==> config.mk <==
export PLATFORM = sky130hd
export DESIGN_NAME = sqrt_iter_ctrl
export DESIGN_NICKNAME = d
export VERILOG_FILES = /design/src/rtl/sqrt_iter_ctrl.sv
export SDC_FILE = /design/constraint.sdc
export NUM_CORES = 1
export LEC_CHECK = 0
export CAP_MARGIN = 0
export CORE_MARGIN = 2
export CORE_UTILIZATION = 35
export DETAILED_ROUTE_END_ITERATION = 12
export DONT_BUFFER_PORTS = 1
export MAX_ROUTING_LAYER = met4
export PLACE_DENSITY = 0.6
export SLEW_MARGIN = 20
export SYNTH_ARGS = -nofsm -noshare
export SYNTH_HDL_FRONTEND = slang
export SYNTH_SLANG_ARGS = --single-unit
==> constraint.sdc <==
create_clock -name i_clk -period 2.27 [get_ports i_clk]
set_input_delay 0.5675 -clock i_clk [delete_from_list [all_inputs] [get_ports i_clk]]
set_output_delay 0.5675 -clock i_clk [all_outputs]
set_load 0.01 [all_outputs]
==> src/rtl/sqrt_iter_ctrl.sv <==
// Iterative integer square root controller.
//
// Computes o_root = floor(sqrt(i_data)) and o_remainder = i_data - o_root^2 using one
// non-restoring sqrt step per clock. A result takes ROOT_W step cycles plus one correction
// cycle. The result is then held in DONE until the downstream takes it.
//
// Ports:
//   i_clk, i_reset      clock and synchronous active-high reset
//   i_valid/o_ready     radicand handshake; i_data is the unsigned radicand
//   o_valid/i_ready     result handshake; o_root and o_remainder are the result
//   o_busy              high in every state except IDLE
module sqrt_iter_ctrl #(
  parameter int unsigned DATA_W = 16,
  parameter int unsigned ROOT_W = DATA_W / 2
) (
  input  logic              i_clk,
  input  logic              i_reset,
  input  logic              i_valid,
  output logic              o_ready,
  input  logic [DATA_W-1:0] i_data,
  output logic              o_valid,
  input  logic              i_ready,
  output logic [ROOT_W-1:0] o_root,
  output logic [ROOT_W:0]   o_remainder,
  output logic              o_busy
);

  localparam int unsigned CntW = (ROOT_W > 1) ? $clog2(ROOT_W) : 1;
  localparam int unsigned RemW = ROOT_W + 2;

  typedef enum logic [1:0] {StIdle, StCalc, StFix, StDone} state_e;

  state_e              state_q, state_d;
  logic [DATA_W-1:0]   data_q, data_d;
  logic [ROOT_W-1:0]   root_q, root_d;
  logic [RemW-1:0]     rem_q, rem_d;       // two's complement partial remainder
  logic [CntW-1:0]     cnt_q, cnt_d;
  logic [ROOT_W-1:0]   res_root_q, res_root_d;
  logic [ROOT_W:0]     res_rem_q, res_rem_d;

  logic                accept;
  logic [RemW-1:0]     rem_sh;
  logic [RemW-1:0]     rem_step;
  logic [RemW-1:0]     rem_fix;

  assign o_ready     = (state_q == StIdle) || ((state_q == StDone) && i_ready);
  assign accept      = i_valid && o_ready && !i_reset;
  assign o_valid     = (state_q == StDone);
  assign o_busy      = (state_q != StIdle);
  assign o_root      = res_root_q;
  assign o_remainder = res_rem_q;

  // One non-restoring step. The shifted value may wrap, but arithmetic is modular and the
  // sign decision uses the unshifted remainder, which always fits in RemW bits.
  always_comb begin
    rem_sh = {rem_q[ROOT_W-1:0], data_q[DATA_W-1 -: 2]};
    if (!rem_q[RemW-1]) begin
      rem_step = rem_sh - {root_q, 2'b01};
    end else begin
      rem_step = rem_sh + {root_q, 2'b11};
    end
    // A negative final remainder is restored by adding back 2*root+1.
    if (rem_q[RemW-1]) begin
      rem_fix = rem_q + {1'b0, root_q, 1'b1};
    end else begin
      rem_fix = rem_q;
    end
  end

  always_comb begin
    state_d    = state_q;
    data_d     = data_q;
    root_d     = root_q;
    rem_d      = rem_q;
    cnt_d      = cnt_q;
    res_root_d = res_root_q;
    res_rem_d  = res_rem_q;

    unique case (state_q)
      StIdle: begin
        if (accept) begin
          state_d = StCalc;
          data_d  = i_data;
          root_d  = '0;
          rem_d   = '0;
          cnt_d   = CntW'(ROOT_W - 1);
        end
      end
      StCalc: begin
        data_d = data_q << 2;
        rem_d  = rem_step;
        root_d = {root_q[ROOT_W-2:0], ~rem_step[RemW-1]};
        if (cnt_q == '0) begin
          state_d = StFix;
        end else begin
          cnt_d = cnt_q - CntW'(1);
        end
      end
      StFix: begin
        res_root_d = root_q;
        res_rem_d  = rem_fix[ROOT_W:0];
        state_d    = StDone;
      end
      StDone: begin
        if (i_ready) begin
          if (accept) begin
            // Back-to-back: consume the result and start the next radicand.
            state_d = StCalc;
            data_d  = i_data;
            root_d  = '0;
            rem_d   = '0;
            cnt_d   = CntW'(ROOT_W - 1);
          end else begin
            state_d = StIdle;
          end
        end
      end
      default: state_d = StIdle;
    endcase
  end

  always_ff @(posedge i_clk) begin
    if (i_reset) begin
      state_q    <= StIdle;
      data_q     <= '0;
      root_q     <= '0;
      rem_q      <= '0;
      cnt_q      <= '0;
      res_root_q <= '0;
      res_rem_q  <= '0;
    end else begin
      state_q    <= state_d;
      data_q     <= data_d;
      root_q     <= root_d;
      rem_q      <= rem_d;
      cnt_q      <= cnt_d;
      res_root_q <= res_root_d;
      res_rem_q  <= res_rem_d;
    end
  end

endmodule
==> run summary <==
Status - complete, no violations
Worst Reg2Reg Path Length in Cells - 7
GRT met1 Usage - 0.1927
Worst path required time - 2460 ps
Most frequent cell after synthesis - nor2_1
# setup viols final - 0
Sequential area share after synthesis - 0.3486
Pin count of the biggest net entering global routing - 65
DRC Markers - 0
Pre-antenna DRT Iters - 4
Cell Count, Final, Fillers Out - 482
Final core occ - 0.3865
Slowest stage cell on the critical path - dfxtp_2
Endpoints failing hold - 0
Detailed Place HPWL - 4.973 mm
Antenna viol nets, final - 0
Max cap viols - 0
Final period utilization - 0.8973
Busiest grt layer - met2
Synth Warn # - 0
Hold Path Class - primary input to flip-flop
GRT overflow - 0
CTS max path bufs - 2
Startpoint types - flip-flop
Drt wl/cell - 14.42 um
# diodes - 0
Post-synth EDFFs - 0
Setup Skew - 13.81 ps
Hold endpoint - data_q[10]
Synth area leader - dfxtp_1
Total track usage - 0.1448
Worst R2R End - rem_q[9]
DR vias - 2642
Multi-input gate area - 0.001911 sq mm
Gate Count Post-Synth - 378
Vias in the first global route - 2433
Met2 usage - 0.2297
Crit path DAT - 2230 ps
Hold-fix buffers at CTS - 0
Worst Min Path Start - i_reset
Worst r2r src - rem_q[9]
Final net count - 419
Hold depth - 1
Fillers - 928
Iteration-0 DRC Markers - 78
Starting Density - 0.3652
Power per cell area - 1420 mW/mm^2
Cell count after placement - 475
CP Class - flip-flop to flip-flop
Pleak - 1.326 nW
Initial antenna violation count - 0
Synth cell count leaders - nor2_1, dfxtp_1, ha_1
Total CTS buffers - 5
P&R area growth vs syn - 5.836%
Setup tns final - 0 ps
Crit-path cells - buf_4 > xnor2_1 > ha_1 > and3_1 > a221oi_2 > mux2i_1 > o31ai_1
Syn Std Cell Area - 0.003216 sq mm
Yosys reg bits - 56
Post-layout min period - 2037 ps
Peak Freq - 0.4910 GHz
Final Wtd Congestion - 0.8145
Synth top area share - 0.3486
Ratio of cells with drive above 1 in the final layout - 0.09626
Core area - 0.008806 sq mm
CP endpoint kind - flip-flop
Die outline height - 99.85 um
Die ar. - 0.009970 sq mm
Slew margin rel. - 0.7318
Synth async-reset ratio - 0
Slew Limit Fails - 0
Fin area - 0.003403 sq mm
Total clock sinks - 56
Placed Area - 0.003317 sq mm
CP max FO - 12
Clk_lat worst skew - 310 ps
Drt total wl - 6.949 mm
Top delay family on crit path - compound AO/OA/AOI/OAI gates
Post-synthesis average cell area - 8.507 sq um
Buf/Inv on CP - 1
CP peak stage delay - 420 ps
Die Wd - 99.85 um
VDD IR max - 0.4967 mV
Vias per cell - 5.481
Grt met3 use - 0.03482
Clk slew on worst S/H paths - 100 ps
RSZ-0062 raised after global routing - no
Worst Tran Pin Value - 397.1 ps
Netlist cell types - 66
Synth Flop Type - dfxtp_1
CTS tree - done
Input/output buffers - 0
Syn_nets - 423
CTS H-tree depth - 2
Setup slack, reg-to-reg - 230 ps
Top cells by area, synth - dfxtp_1, nor2_1, ha_1
Site row count - 34
First-pass GRT wire length - 11.50 mm
Top-Level Pins - 40
CTS root buffer - clkbuf_8
Register area - 0.001122 sq mm
Power, Total - 4.832 mW
sequential cells by signal, summed over array words and instances, names as in the netlist:
name,count
cnt_q,3
rem_q,10
o_remainder,9
o_root,8
state_q,2
data_q,16
root_q,8
report_power, final:
group          switching (mW)  internal, mW  leakage (nW)
Combinational            1.53          1.19         0.828
Clock                   0.318         0.210        0.0400
Sequential              0.287          1.29         0.457
Total                    2.14          2.69          1.33
stage by stage:
step	setup WS [ps]	hold slack (ps)
2_1_floorplan	94.80	449.6
3_3_place_gp	192.5	456.0
3_5_place_dp	124.2	471.0
4_1_cts	110.8	304.4
5_1_grt	52.78	286.2
6_report	233.2	325.7
layer usage:
layer / vias up / wire length, um
li1: 1333 / -
met1: 1250 / 3391
met2: 51 / 3222
met3: 8 / 277
met4: 0 / 57
met5: - / 0
repair_timing:
item                       4_1_cts  5_1_grt
setup buffers                    0        0
resized for setup                0        2
setup endpoints to repair        0        4
placed cells by master (no fill, tap or decap), drive strengths merged, types with 2 or more instances in the layout:
cell      n
nor4     12
ha       24
a221oi    3
nor3b     2
or3       2
buf      10
nor2b     5
o41ai     2
and3      3
o211ai    2
o21ai    12
a311oi    3
nor2     84
o22ai     2
a2111oi   2
xor2      2
clkinv    2
o31ai     4
nand2     7
nand3b    6
o2111ai   2
a211oi    5
a21o      4
nand3     6
nor3      5
a2bb2oi   2
o21a      5
clkbuf    5
xnor2    13
a22oi    11
inv      20
a21oi    17
mux2i    12
nand2b    4
dfxtp    56
cell families after synthesis:
group	synth area share
flip-flops	0.3486
AO/OA/AOI/OAI	0.1973
XOR/XNOR	0.04086
adder cells (fa/ha/maj)	0.09961
multiplexers	0.03736
buffers and inverters	0.05836
AND/OR/NAND/NOR	0.2179
worst reg2reg max path, stage by stage (launching register included):
cell      delay [ps]
dfxtp_2          420
buf_4            230
xnor2_1          140
ha_1             290
and3_1           180
a221oi_2         340
mux2i_1          240
o31ai_1           90
layout make-up:
type | instances | share of cell area
clock buffers | 5 | 0.02022
clock inverters | 2 | 0.003676
inverters | 21 | 0.02316
multi-input cells | 280 | 0.5614
flip-flops and latches | 56 | 0.3298
well taps | 108 | 0.03971
repair buffers | 10 | 0.02206
worst max-delay path by stage:
stage | from | slack, ps | depth (start not counted) | end
after global routing | state_q[0] | 50 | 7 | data_q[15]
final | rem_q[9] | 230 | 7 | rem_q[9]
after global placement | rem_q[9] | 190 | 7 | root_q[0]
after floorplan | rem_q[9] | 90 | 9 | rem_q[9]
after CTS | rem_q[9] | 110 | 7 | rem_q[9]
after detailed placement | rem_q[9] | 120 | 7 | rem_q[9]
Note: power is estimated with default switching activity, not from simulation.
